===== config.mk =====
export PLATFORM = sky130hd
export DESIGN_NAME = control_unit_mc
export DESIGN_NICKNAME = d
export VERILOG_FILES = /design/src/rtl/cu_pkg.sv /design/src/rtl/cu_mc_timer.sv /design/src/rtl/control_unit_mc.sv
export SDC_FILE = /design/constraint.sdc
export NUM_CORES = 1
export LEC_CHECK = 0
export ABC_AREA = 1
export BUFFER_PORTS_ARGS = -buffer_cell sky130_fd_sc_hd__clkbuf_2
export CAP_MARGIN = 5
export CORE_AREA = 2 2 44 46
export DETAILED_ROUTE_END_ITERATION = 7
export DIE_AREA = 0 0 46 48
export GPL_TIMING_DRIVEN = 0
export PLACE_DENSITY_LB_ADDON = 0.25
export SYNTH_ARGS = -nofsm -noshare
export SYNTH_HDL_FRONTEND = slang
export SYNTH_SLANG_ARGS = --single-unit

===== constraint.sdc =====
create_clock -name clk -period 1.1 [get_ports clk]
set_input_delay 0.055 -clock clk [delete_from_list [all_inputs] [get_ports clk]]
set_output_delay 0.055 -clock clk [all_outputs]
set_load 0.005 [all_outputs]

===== src/rtl/cu_pkg.sv =====
// Shared constants, state type and opcode-to-ALU-command mapping for control_unit_mc.
// Optional MUL support is enabled by defining MUL_EN.
package cu_pkg;

    localparam logic [1:0] MODE_DP  = 2'b00;
    localparam logic [1:0] MODE_MEM = 2'b01;
    localparam logic [1:0] MODE_BR  = 2'b10;

    localparam logic [3:0] OP_MOV = 4'b1101;
    localparam logic [3:0] OP_MVN = 4'b1111;
    localparam logic [3:0] OP_ADD = 4'b0100;
    localparam logic [3:0] OP_ADC = 4'b0101;
    localparam logic [3:0] OP_SUB = 4'b0010;
    localparam logic [3:0] OP_SBC = 4'b0110;
    localparam logic [3:0] OP_AND = 4'b0000;
    localparam logic [3:0] OP_ORR = 4'b1100;
    localparam logic [3:0] OP_EOR = 4'b0001;
    localparam logic [3:0] OP_CMP = 4'b1010;
    localparam logic [3:0] OP_TST = 4'b1000;
    localparam logic [3:0] OP_EXP = 4'b0011;
    localparam logic [3:0] OP_MUL = 4'b0111;

    localparam logic [3:0] EXE_NOP = 4'b0000;
    localparam logic [3:0] EXE_MOV = 4'b0001;
    localparam logic [3:0] EXE_MVN = 4'b1001;
    localparam logic [3:0] EXE_ADD = 4'b0010;
    localparam logic [3:0] EXE_ADC = 4'b0011;
    localparam logic [3:0] EXE_SUB = 4'b0100;
    localparam logic [3:0] EXE_SBC = 4'b0101;
    localparam logic [3:0] EXE_AND = 4'b0110;
    localparam logic [3:0] EXE_ORR = 4'b0111;
    localparam logic [3:0] EXE_EOR = 4'b1000;

    typedef enum logic [1:0] {
        IDLE = 2'b00,
        BUSY = 2'b01,
        DONE = 2'b10
    } cu_state_t;

    // CMP and TST reuse the SUB and AND datapaths with write-back suppressed.
    function automatic logic [3:0] exe_cmd_of(input logic [3:0] op);
        case (op)
            OP_MOV:  return EXE_MOV;
            OP_MVN:  return EXE_MVN;
            OP_ADD:  return EXE_ADD;
            OP_ADC:  return EXE_ADC;
            OP_SUB:  return EXE_SUB;
            OP_SBC:  return EXE_SBC;
            OP_AND:  return EXE_AND;
            OP_ORR:  return EXE_ORR;
            OP_EOR:  return EXE_EOR;
            OP_CMP:  return EXE_SUB;
            OP_TST:  return EXE_AND;
            default: return EXE_NOP;
        endcase
    endfunction

endpackage


===== src/rtl/cu_mc_timer.sv =====
// Multi-cycle operation sequencer: IDLE/BUSY/DONE FSM, latency counter and unit-select latch.
// Latency is EXP_LAT when the latched select is 0, MUL_LAT when it is 1 (MUL_EN builds only).
module cu_mc_timer
    import cu_pkg::*;
#(
    parameter int EXP_LAT = 20,
    parameter int MUL_LAT = 4,
    parameter int CNT_W   = 5
) (
    input  logic clk,
    input  logic rst_n,
    input  logic i_start,
    input  logic i_sel,
    input  logic i_flush,
    output logic o_busy,
    output logic o_done,
    output logic o_stall_hold,
    output logic o_sel
);

    if (EXP_LAT < 2 || MUL_LAT < 2 ||
        (1 << CNT_W) <= EXP_LAT || (1 << CNT_W) <= MUL_LAT) begin : g_param_err
        $error("cu_mc_timer: latencies must be >= 2 and fit in CNT_W bits");
    end

    localparam logic [CNT_W-1:0] EXP_LAST = CNT_W'(EXP_LAT - 1);
    localparam logic [CNT_W-1:0] MUL_LAST = CNT_W'(MUL_LAT - 1);

    cu_state_t        r_state, w_next_state;
    logic [CNT_W-1:0] r_cnt, w_next_cnt;
    logic             r_sel, w_next_sel;
    logic [CNT_W-1:0] w_last;

    assign w_last = r_sel ? MUL_LAST : EXP_LAST;

    // NOTE: state registers use non-blocking assignments so every flop samples pre-edge values.
    always_ff @(posedge clk or negedge rst_n) begin
        if (!rst_n) begin
            r_state <= IDLE;
            r_cnt   <= '0;
            r_sel   <= 1'b0;
        end else begin
            r_state <= w_next_state;
            r_cnt   <= w_next_cnt;
            r_sel   <= w_next_sel;
        end
    end

    // NOTE: defaults first so no path through the case leaves a variable unassigned (no latches).
    always_comb begin
        w_next_state = r_state;
        w_next_cnt   = r_cnt;
        w_next_sel   = r_sel;
        case (r_state)
            IDLE: begin
                if (i_start) begin
                    w_next_state = BUSY;
                    w_next_cnt   = CNT_W'(1);
                    w_next_sel   = i_sel;
                end
            end
            BUSY: begin
                if (i_flush) begin
                    w_next_state = IDLE;
                    w_next_cnt   = '0;
                end else if (r_cnt == w_last) begin
                    w_next_state = DONE;
                    w_next_cnt   = '0;
                end else begin
                    w_next_cnt   = r_cnt + 1'b1;
                end
            end
            DONE: begin
                w_next_state = IDLE;
                w_next_cnt   = '0;
            end
            default: begin
                w_next_state = IDLE;
                w_next_cnt   = '0;
            end
        endcase
    end

    always_comb begin
        o_busy       = (r_state != IDLE);
        o_done       = (r_state == DONE);
        o_stall_hold = (r_state == BUSY);
        o_sel        = r_sel;
    end

endmodule


===== src/rtl/control_unit_mc.sv =====
// ID-stage control unit: combinational decode plus stall handshake for multi-cycle EXP/MUL ops.
// Define MUL_EN to treat mode 00 / opcode 0111 as a multi-cycle MUL of MUL_LAT cycles.
module control_unit_mc
    import cu_pkg::*;
#(
    parameter int EXP_LAT = 20,
    parameter int MUL_LAT = 4,
    parameter int CNT_W   = 5
) (
    input  logic       clk,
    input  logic       rst_n,
    input  logic       id_valid,
    input  logic       flush,
    input  logic       s,
    input  logic [1:0] mode,
    input  logic [3:0] op_code,
    output logic       mem_r_en,
    output logic       mem_w_en,
    output logic       b,
    output logic       s_out,
    output logic       wb_en,
    output logic [3:0] exe_cmd,
    output logic       mc_start,
    output logic       mc_sel,
    output logic       stall,
    output logic       busy
);

    logic w_is_dp, w_is_mem, w_is_br, w_is_cmp_tst;
    logic w_mc_op, w_mul_sel, w_start;
    logic w_busy, w_done, w_stall_hold;

    assign w_is_dp      = (mode == MODE_DP);
    assign w_is_mem     = (mode == MODE_MEM);
    assign w_is_br      = (mode == MODE_BR);
    assign w_is_cmp_tst = !w_is_mem && !w_is_br && (op_code == OP_CMP || op_code == OP_TST);

`ifdef MUL_EN
    assign w_mc_op   = id_valid && w_is_dp && (op_code == OP_EXP || op_code == OP_MUL);
    assign w_mul_sel = (op_code == OP_MUL);
`else
    assign w_mc_op   = id_valid && w_is_dp && (op_code == OP_EXP);
    assign w_mul_sel = 1'b0;
`endif

    // Reset also masks the start pulse so nothing launches while rst_n is low.
    assign w_start = rst_n && w_mc_op && !flush && !w_busy;

    cu_mc_timer #(
        .EXP_LAT (EXP_LAT),
        .MUL_LAT (MUL_LAT),
        .CNT_W   (CNT_W)
    ) u_timer (
        .clk          (clk),
        .rst_n        (rst_n),
        .i_start      (w_start),
        .i_sel        (w_mul_sel),
        .i_flush      (flush),
        .o_busy       (w_busy),
        .o_done       (w_done),
        .o_stall_hold (w_stall_hold),
        .o_sel        (mc_sel)
    );

    assign mc_start = w_start;
    assign stall    = w_start || w_stall_hold;
    assign busy     = w_busy;

    always_comb begin
        mem_r_en = w_is_mem && s;
        mem_w_en = w_is_mem && !s;
        b        = w_is_br;
        exe_cmd  = w_is_br ? EXE_NOP : exe_cmd_of(op_code);
        s_out    = (w_is_mem || w_is_br) ? 1'b0 : (w_is_cmp_tst ? 1'b1 : s);
        wb_en    = 1'b1;
        if (w_is_br || (w_is_mem && !s) || w_is_cmp_tst)
            wb_en = 1'b0;
        // A multi-cycle result is written back only in an unflushed DONE cycle.
        if (w_mc_op && !(w_done && !flush))
            wb_en = 1'b0;
    end

endmodule


==> results.json <==
{
  "synth-compound-area-share_pct": 4.061,
  "ioPinCount": 24,
  "ys_types": 22,
  "synth_top_family_by_area": "simple AND/OR/NAND/NOR gates",
  "place_congestion": 0.7843,
  "grt_pass1_wl_mm": 2.718,
  "final_cells": 165,
  "synth_top_area_share_pct": 23.69,
  "holdWs_ps": 77.77,
  "num_vias": 815,
  "ys_seq_area_share_pct": 23.69,
  "ir_drop_uv": 315.8,
  "drt_iter0_markers": 10,
  "grt_setup_unrepaired": "yes",
  "synth.area.mux_share_pct": 0,
  "finalSetupViolCount": 6,
  "rows": 15,
  "endpoint_kind": "output pin",
  "cap_violations": 0,
  "synthesis.instances": 112,
  "min_period_ps": 1226,
  "synth_xor_area_share_pct": 0,
  "globalRouteTotalUtil_pct": 17.21,
  "drt-vias-per-instance": 4.939,
  "dpl.cell_count": 150,
  "drc": 0,
  "layout.cells.most_common": "nand2_1",
  "ys_ff_latch": 7,
  "powerDensity_nw_per_um2": 657.9,
  "max_freq_ghz": 0.8155,
  "rr_worst_depth": 7,
  "die_w_um": 46,
  "syn2layout_area_growth_pct": 45.35,
  "synthAdderAreaFrac_pct": 13.54,
  "hold_depth": 2,
  "arrival_ps": 1170,
  "fin_crit_sh_pct": 111.5,
  "insertion_delay_ps": 250,
  "synth_area_leader_cell": "dfrtp_1",
  "fin_ws_ps": -126.3,
  "violations": "negative setup slack",
  "critPathLaunchType": "register",
  "numClockSinks": 7,
  "clk_pin_slew_worst_paths_ps": 50,
  "synth_nets": 131,
  "p_leak_uw": 0.0006091,
  "antennaDiodeCount": 0,
  "hpwl_mm": 1.196,
  "avgSynthCellArea_um2": 6.602,
  "die_h_um": 48,
  "h-tree-depth": 1,
  "drt_wl_total_mm": 1.762,
  "outcome": "complete, but fails checks",
  "cts_buffer_depth": 2,
  "wl_per_cell_um": 10.68,
  "crit_fanout": 4,
  "finClkSkew_ps": 1.817,
  "synthTopCellsByArea": "dfrtp_1 24%, ha_1 14%, nand2_1 13%",
  "antenna_found_initial": 0,
  "core_um2": 1689,
  "nets": 168,
  "hp-class": "in -> reg",
  "yosysWarnings": 0,
  "first_global_vias": 679,
  "grt_max_degree": 9,
  "mostFrequentLayoutCells": "21 x nand2_1, 20 x clkbuf_2, 14 x inv_1, 10 x nor2_1, 9 x nand3_1",
  "cts-buffers-inserted": 3,
  "port_buffers": 21,
  "final_antenna_net_count": 0,
  "die_area_um2": 2208,
  "cts-root-buf": "clkbuf_4",
  "hold_viol_final": 0,
  "drt-pass1-iter-count": 4,
  "floorplan.initialDensity_pct": 43.78,
  "cts_tree": "built",
  "crit_type": "reg -> out",
  "drive_above_1_share_pct": 43.92,
  "syn_area_um2": 739.5,
  "overflow": 0,
  "crit_required_ps": 1040,
  "drv_slew": 0,
  "synthSimpleGateAreaFrac_pct": 42.98
}
-- Yosys cell counts (all sizes together) --
cell	count
nand2	28
or2	1
nor2	16
conb	1
ha	8
a21oi	5
nand3	10
o21ai	1
inv	20
nor3	4
clkinv	2
nand4	4
nand3b	2
buf	3
dfrtp	7
-- registers in the layout, indices dropped and copies added, names as in the netlist --
name / count
u_timer.r_state: 2
u_timer.r_cnt: 5
-- through the flow --
step / area (um2) / setup TNS [ps] / utilization [%] / total power [uW] / setup slack, ps
2_1_floorplan: 739.5 / 0 / - / 374.1 / 26.28
3_3_place_gp: 865.8 / -196.7 / 51.26 / 438.7 / -59.94
3_5_place_dp: 865.8 / -275.3 / 51.26 / 441.2 / -82.95
4_1_cts: 970.9 / -386.3 / 57.48 / 704.3 / -122.9
5_1_grt: 1075 / -1047 / 63.63 / 760.5 / -192.7
6_report: 1075 / -469.0 / 63.63 / 707.2 / -126.3
-- worst max-delay path, cell delays in order, from the launching register on --
cell and delay [ps]:
dfrtp_1 410, nor2_4 170, nand4_4 140, nand2_1 100, clkbuf_2 110
-- per-layer routing --
layer  part of all wire (%)  vias to the layer above  GRT usage (%)
met3                    5.8                        2          2.264
met2                     49                       28          29.17
met5                      0                        -              0
met1                     44                      368          21.40
met4                    1.1                        0          8.571
li1                       -                      417              -
-- layout make-up --
| type | instances | area [um2] |
|---|---|---|
| plain buffers | 3 | 30.03 |
| well taps | 17 | 21.27 |
| inverters | 22 | 82.58 |
| multi-input cells | 80 | 523.0 |
| fillers | 156 | 614.3 |
| clock buffers | 4 | 26.28 |
| repair buffers | 32 | 215.2 |
| flip-flops and latches | 7 | 176.4 |
-- power by group --
part           switching, uW  total (uW)  leakage, uW  internal (uW)
combinational            106         200     0.000500           94.6
clock                   92.0         230    0.0000150            138
sequential              9.95         276    0.0000938            267
-- logic make-up after synthesis --
family,count (synthesis)
and+or+nand+nor,65
buffers and inverters,25
adders and majority gates,8
DFF,7
AOI/OAI and AO/OA,6
other,1
-- path summary, 6_finish.rpt --
path | slack [ps] | end | start
max | -130 | stall | u_timer.r_state[1]
min | 80 | u_timer.r_state[1] | flush
max reg2reg | -10 | u_timer.r_state[0] | u_timer.r_state[1]
min reg2reg | 580 | u_timer.r_cnt[4] | u_timer.r_cnt[4]
max in group asynchronous | 550 | u_timer.r_state[0] | rst_n
min in group asynchronous | 270 | u_timer.r_cnt[4] | rst_n
-- repair_timing --
item	in CTS	in global routing
hold buffers	1	0
buffers inserted	5	5
gates resized for setup	6	20
endpoints found under the setup margin	9	11
hold endpoints to repair	7	0
pin swaps	4	9
Power figures use the tool's default switching activity.
